### config.mk
export PLATFORM = sky130hd
export DESIGN_NAME = ram_port_arbiter
export DESIGN_NICKNAME = d
export VERILOG_FILES = /design/src/rtl/ram_port_arbiter.sv
export SDC_FILE = /design/constraint.sdc
export NUM_CORES = 1
export LEC_CHECK = 0
export BUFFER_PORTS_ARGS = -buffer_cell sky130_fd_sc_hd__buf_2
export CAP_MARGIN = 20
export CORE_MARGIN = 10
export CORE_UTILIZATION = 47
export DETAILED_ROUTE_END_ITERATION = 8
export PLACE_DENSITY = 0.79
export SLEW_MARGIN = 0
export SYNTH_ARGS = -nofsm -noshare
export SYNTH_HDL_FRONTEND = slang
export SYNTH_SLANG_ARGS = --single-unit
### constraint.sdc
create_clock -name clk -period 1.8 [get_ports clk]
set_clock_uncertainty 0.15 [all_clocks]
set_input_delay 0.36 -clock clk [delete_from_list [all_inputs] [get_ports clk]]
set_output_delay 0.36 -clock clk [all_outputs]
set_load 0.01 [all_outputs]
### src/rtl/ram_port_arbiter.sv
// Round-robin arbiter sharing one write/read port pair of the data RAM between two masters.
// One transaction in flight; reads wait a fixed RAM latency and return a one-cycle rvalid pulse.
module ram_port_arbiter #(
    parameter int ADDR_W = 6,
    parameter int DATA_W = 32,
    parameter int RD_LAT = 2
) (
    input  logic              clk,
    input  logic              rst_n,
    input  logic              m0_req,
    input  logic              m0_we,
    input  logic [ADDR_W-1:0] m0_addr,
    input  logic [DATA_W-1:0] m0_wdata,
    output logic              m0_gnt,
    output logic              m0_rvalid,
    output logic [DATA_W-1:0] m0_rdata,
    input  logic              m1_req,
    input  logic              m1_we,
    input  logic [ADDR_W-1:0] m1_addr,
    input  logic [DATA_W-1:0] m1_wdata,
    output logic              m1_gnt,
    output logic              m1_rvalid,
    output logic [DATA_W-1:0] m1_rdata,
    output logic              busy,
    output logic              wea,
    output logic [ADDR_W-1:0] ram_waddr,
    output logic [DATA_W-1:0] ram_din,
    output logic [ADDR_W-1:0] ram_raddr,
    input  logic [DATA_W-1:0] ram_dout
);

    // state | meaning
    // IDLE  | no transaction; arbitrate among incoming requests
    // ISSUE | grant pulse; write strobed into RAM or read address presented
    // WAIT  | read address held while the RAM latency elapses
    // RESP  | read data registered; rvalid pulse to the winner
    typedef enum logic [1:0] {IDLE, ISSUE, WAIT, RESP} state_t;

    localparam int CNT_W = (RD_LAT < 2) ? 1 : $clog2(RD_LAT);

    state_t             state;
    logic               last;
    logic               win;
    logic               cur_we;
    logic [CNT_W-1:0]   cnt;

    logic               pick;
    logic               sel_we;
    logic [ADDR_W-1:0]  sel_addr;
    logic [DATA_W-1:0]  sel_wdata;

    // On a tie the master that was not served last wins; last resets to m1 so m0 wins first.
    always_comb begin
        pick      = (m0_req && m1_req) ? ~last : m1_req;
        sel_we    = pick ? m1_we    : m0_we;
        sel_addr  = pick ? m1_addr  : m0_addr;
        sel_wdata = pick ? m1_wdata : m0_wdata;
    end

    always_ff @(posedge clk or negedge rst_n) begin
        if (!rst_n) begin
            state     <= IDLE;
            last      <= 1'b1;
            win       <= 1'b0;
            cur_we    <= 1'b0;
            cnt       <= '0;
            m0_gnt    <= 1'b0;
            m1_gnt    <= 1'b0;
            m0_rvalid <= 1'b0;
            m1_rvalid <= 1'b0;
            m0_rdata  <= '0;
            m1_rdata  <= '0;
            busy      <= 1'b0;
            wea       <= 1'b0;
            ram_waddr <= '0;
            ram_din   <= '0;
            ram_raddr <= '0;
        end else begin
            m0_gnt    <= 1'b0;
            m1_gnt    <= 1'b0;
            m0_rvalid <= 1'b0;
            m1_rvalid <= 1'b0;
            wea       <= 1'b0;
            case (state)
                IDLE: begin
                    if (m0_req || m1_req) begin
                        win    <= pick;
                        last   <= pick;
                        cur_we <= sel_we;
                        busy   <= 1'b1;
                        if (pick) m1_gnt <= 1'b1;
                        else      m0_gnt <= 1'b1;
                        if (sel_we) begin
                            wea       <= 1'b1;
                            ram_waddr <= sel_addr;
                            ram_din   <= sel_wdata;
                        end else begin
                            ram_raddr <= sel_addr;
                        end
                        state <= ISSUE;
                    end
                end
                ISSUE: begin
                    if (cur_we) begin
                        busy  <= 1'b0;
                        state <= IDLE;
                    end else if (RD_LAT == 1) begin
                        if (win) begin
                            m1_rdata  <= ram_dout;
                            m1_rvalid <= 1'b1;
                        end else begin
                            m0_rdata  <= ram_dout;
                            m0_rvalid <= 1'b1;
                        end
                        state <= RESP;
                    end else begin
                        cnt   <= CNT_W'(RD_LAT - 1);
                        state <= WAIT;
                    end
                end
                WAIT: begin
                    // Capture lands exactly RD_LAT edges after ISSUE was entered.
                    if (cnt == CNT_W'(1)) begin
                        if (win) begin
                            m1_rdata  <= ram_dout;
                            m1_rvalid <= 1'b1;
                        end else begin
                            m0_rdata  <= ram_dout;
                            m0_rvalid <= 1'b1;
                        end
                        state <= RESP;
                    end else begin
                        cnt <= cnt - CNT_W'(1);
                    end
                end
                RESP: begin
                    busy  <= 1'b0;
                    state <= IDLE;
                end
                default: begin
                    busy  <= 1'b0;
                    state <= IDLE;
                end
            endcase
        end
    end

endmodule
-- Word-level counts from Yosys, hierarchy flattened
Index checks and enable logic that the tools add are counted.
- output and inout bits: 114
- bits in registers: 120
- logic and storage cells: 69
- input bits: 114
- bitwise logic cells: 3
- $add $sub $neg: 1
- mux-type cells: 29
- eq/ne operators: 7
- reductions and logical operators: 13
- operators with widths (cell ; count):
    $mux 32 ; 1
    $mux 1 ; 21
    $reduce_and 3->1 ; 5
    $ne 2x2->1 const B ; 4
    $pmux 2 s4 ; 1
    $mux 2 ; 3
    $mux 6 ; 1
    $reduce_and 2->1 ; 3
    $eq 2x2->1 const B ; 2
    $not 1->1 ; 3
    $pmux 1 s3 ; 1
    $reduce_bool 3->1 ; 1
    $eq 2x1->1 const B ; 1
    $logic_not 2->1 ; 1
    $pmux 1 s2 ; 1
    $reduce_bool 2->1 ; 1
    $logic_and 1x1->1 ; 1
    $logic_or 1x1->1 ; 1
    $sub 1x1->1 const B ; 1

-- Depth between registers and ports, before layout
- word-level depth: 6
- mapped depth: 6
- gate-level depth less buffers: 4

-- Worst setup path after synthesis
OpenSTA, ideal clock, no wires.
- path kind: register to register
- start: register with a tool-made name
- end: register m0_rdata[0]
- path slack: 150 ps
- arrival time: 1375 ps
- path buffers: 1
- clock period less this slack: 1650 ps
- stages on the path, launching flop included: 6
- setup time: 125 ps
- required time: 1525 ps
- path through: dfrtp_1 -> nor2b_4 -> nand2_2 -> nor2_8 -> buf_8 -> mux2_2
- RTL lines (item ; RTL line ; text):
    end signal: assignment ; 112 ; m0_rdata <= ram_dout;
    end signal: assignment ; 128 ; m0_rdata <= ram_dout;
    end: declaration ; 16 ; output logic [DATA_W-1:0] m0_rdata,

-- Final worst setup path
- start: input m1_req
- end: register ram_din[0]
- word-level cells in the longest chain between the ends: 4
- elaborated cells between the ends (all ways): 6
- classes of those cells: mux (3); reduce/logical (3)
- ends and longest elaborated chain (item ; RTL line ; text):
    start: declaration ; 17 ; input logic m1_req,
    $logic_and 1x1->1 ; 54 ; pick = (m0_req && m1_req) ? ~last : m1_req;
    $mux 1 ; 54 ;
    $mux 1 ; 55 ; sel_we = pick ? m1_we : m0_we;
    $reduce_and 3->1 (no source line) ; -- ;
    end signal: assignment ; 96 ; ram_din <= sel_wdata;
    end: declaration ; 27 ; output logic [DATA_W-1:0] ram_din,
Several ways; a longest one is shown, not always the timed one.
A chain may end at the register's enable or synchronous reset.

==> impl_metrics.env <==
export IMPL_status="finished, final reports clean"
export IMPL_p_clk_share_pct=25.3
export IMPL_internal_power_mw=8.998
export IMPL_post_route_util_pct=72.14
export IMPL_synth_seq_area_share_pct=60.04
export IMPL_clk_latency_ns=0.51
export IMPL_cts_made_buffers=17
export IMPL_area_delta_synth_final_pct=49.51
export IMPL_grt_ovfl_total=0
export IMPL_path_depth=7
export IMPL_final_period_utilization_pct=94.81
export IMPL_switching_share_pct=32.30
export IMPL_clk_pin_slew_ns=0.06
export IMPL_cts_resized=0
export IMPL_drtPass1Iterations=4
export IMPL_drtIter0Drc=227
export IMPL_cp_startpoint="m1_req"
export IMPL_first_global_vias=4384
export IMPL_io_pins=228
export IMPL_die_area_mm2=0.01517
export IMPL_final_common_cell="buf_2"
export IMPL_cts_root_buf="clkbuf_8"
export IMPL_path_cells="dlygate4sd3_1, buf_2, a21boi_4, nand3_2, buf_12, o22a_1, o21a_1"
export IMPL_end_kind="flip-flop"
export IMPL_finalWirelength_mm=15.45
export IMPL_die_x_um=123.2
export IMPL_core_mm2=0.01037
export IMPL_yosys_area_top_type="dfrtp_1"
export IMPL_cts_tree="yes"
export IMPL_endpoint="ram_din[0]"
export IMPL_leakagePower_nw=3.616
export IMPL_switching_power_mw=4.292
export IMPL_clk_path_buf_depth=2
export IMPL_rrSetupSlack_ns=0.10
export IMPL_finalWeightedCongestion=0.8048
export IMPL_port_buffers=227
export IMPL_hold_viol_final=0
export IMPL_synth_area_mm2=0.005004
export IMPL_synth_cells=331
export IMPL_setup_viol=0
export IMPL_path_delay_family="buffers and inverters"
export IMPL_drc=0
export IMPL_crit_required_ns=2.05
export IMPL_htree_levels=4
export IMPL_vias=3958
export IMPL_ctsHoldBuffers=50
export IMPL_clock_sinks=120
export IMPL_slowest_delay_ns=0.53
export IMPL_worstReg2RegEnd="m0_rdata[1]"
export IMPL_yosys_register_bits=120
export IMPL_grt_antenna_before_repair=0
export IMPL_seq_power_share_pct=36.3
export IMPL_finalSetupTns_ns=0
export IMPL_cap_violations=0
export IMPL_path_class="in2reg"
export IMPL_start_kind="primary input"
export IMPL_fillers=695
export IMPL_syn_avg_cell_area_um2=15.12
export IMPL_synth_nets=445
export IMPL_timing_fmax_ghz=0.5860
export IMPL_grt_max_degree=40
export IMPL_worst_slew_margin_rel_pct=68.08
export IMPL_combPwrFrac_pct=38.4
export IMPL_fin_nets=739
export IMPL_crit_arrival_ns=1.95
export IMPL_synth_area_leaders="dfrtp_1 60%, mux2_4 8.7%, mux2_2 7.7%"
export IMPL_grt_usage_pct=20.33
export IMPL_cpMaxStageDelayCell="dlygate4sd3_1"
export IMPL_r2r_cells=5
export IMPL_place_hpwl_mm=11.04
export IMPL_fp_dieH_um=123.2
export IMPL_drv_slew=0
export IMPL_cellPowerDensity_mw_per_mm2=1777
export IMPL_critPathMaxFanout=38
export IMPL_ir_drop_uv=992.7
export IMPL_rsz0062_at_grt="false"
export IMPL_synth_cell_types=36
export IMPL_cp_num_buf_inv=3
export IMPL_ant_nets=0
export IMPL_worstMarginPinSlew_ns=0.4787
export IMPL_rows=37
export IMPL_grt_pass1_wl_mm=23.76
export IMPL_final_layout_size_suffix_gt1_share_pct=54.47
export IMPL_fin_crit_ns=1.707
export IMPL_start_util_pct=48.25
export IMPL_ys_warn_count=0
export IMPL_worstHoldPathType="in2reg"
export IMPL_post_cts_setup_buffer_count=0
export IMPL_routed_via_density=5.107
export IMPL_mostFrequentLayoutCells="226 x buf_2, 119 x dfrtp_1, 50 x dlygate4sd3_1"
export IMPL_wl_per_cell_um=19.93
export IMPL_yosysTopAreaCellShare_pct=59.51
## registers in the layout, summed over array words and instances, names as in the netlist, named ones only
signal / flops
ram_raddr: 6
win: 1
cnt: 1
m1_rvalid: 1
m0_gnt: 1
last: 1
m0_rvalid: 1
ram_din: 32
busy: 1
ram_waddr: 6
m1_rdata: 32
m0_rdata: 32
cur_we: 1
wea: 1
m1_gnt: 1
state: 1
## tightest hold or removal path, cell delays in order
cell	delay (ns)
buf_2	0.08
o22a_1	0.11
o21a_1	0.10
## cells by family (layout without fill, tap and decap cells)
kind of cell | Yosys count | in the layout | share of synthesized area [%]
AOI/OAI and AO/OA | 98 | 98 | 15.58
buffers and inverters | 23 | 329 | 3.851
DFF | 120 | 120 | 60.04
muxes | 64 | 64 | 16.58
other | 0 | 2 | 0
and+or+nand+nor | 26 | 26 | 3.951
## synthesized netlist by cell type
cell / instances
buf_12: 1
nor2_8: 1
nand2_1: 5
dfstp_2: 1
buf_8: 2
inv_1: 3
clkbuf_1: 3
nor3b_2: 1
o2bb2ai_1: 6
buf_6: 8
and2_1: 1
a21o_1: 2
nand3_4: 1
mux2_2: 34
or2_2: 1
nor2_1: 2
o21a_1: 38
a21oi_2: 1
mux2_4: 29
mux2_1: 1
nor3b_1: 6
dfrtp_1: 119
buf_2: 6
a21oi_1: 8
a21boi_4: 1
nor2b_4: 1
nand3_2: 1
a21boi_0: 1
nand2b_1: 2
o21ai_1: 1
a22o_1: 1
o22a_1: 38
nand3_1: 2
o21ai_0: 1
nand2_2: 1
nor2_4: 1
## how the worst min path moves through the flow
stage	depth (start not counted)	to	slack (ns)	start
floorplan	0	async pin	-0.09	rst_n
global placement	1	ram_din[15]	0.19	rst_n
detailed placement	1	ram_din[8]	0.19	rst_n
CTS	3	ram_din[11]	0.0000008	m1_wdata[11]
global route	3	ram_din[8]	0.02	m1_wdata[8]
finish	3	ram_din[11]	0.02	m1_wdata[11]
## cell type report
type                       count  area (um2)  share of cell area [%]
tap                          136       170.2                   2.275
clock buffer                  24       480.5                   6.422
clock inverter                 7       116.4                   1.555
multi-input combinational    188        1807                   24.15
timing repair buffer         295        1887                   25.22
antenna                        2       5.005                 0.06690
inverter                       3       11.26                  0.1505
sequential                   120        3004                   40.16
## per-layer routing
metal	GRT usage (%)	routed length, um
met5	0	0
met4	12.08	583
met3	5.424	1049
met2	35.29	8208
met1	21.85	5608
## power groups by stage
stage          clock network [mW]  logic (mW)  registers, mW
2_1_floorplan                   0        2.28           5.39
3_3_place_gp                    0        4.93           4.73
3_5_place_dp                    0        5.07           4.83
4_1_cts                      3.43        5.18           4.81
5_1_grt                      3.57        5.49           4.99
6_report                     3.36        5.10           4.83
## metrics by stage
step	cells	cell area (um2)	setup WS, ns	hold slack, ns	power (mW)
floorplan	331	5004	0.1505	-0.08559	7.670
global placement	692	6379	0.1560	0.1893	9.661
detailed placement	692	6379	0.09490	0.1929	9.894
CTS	773	7476	0.08901	0.0000008327	13.42
global route	773	7476	0.01162	0.01590	14.05
finish	775	7481	0.09346	0.01634	13.29
No activity file was read; power rests on OpenSTA's default activity.
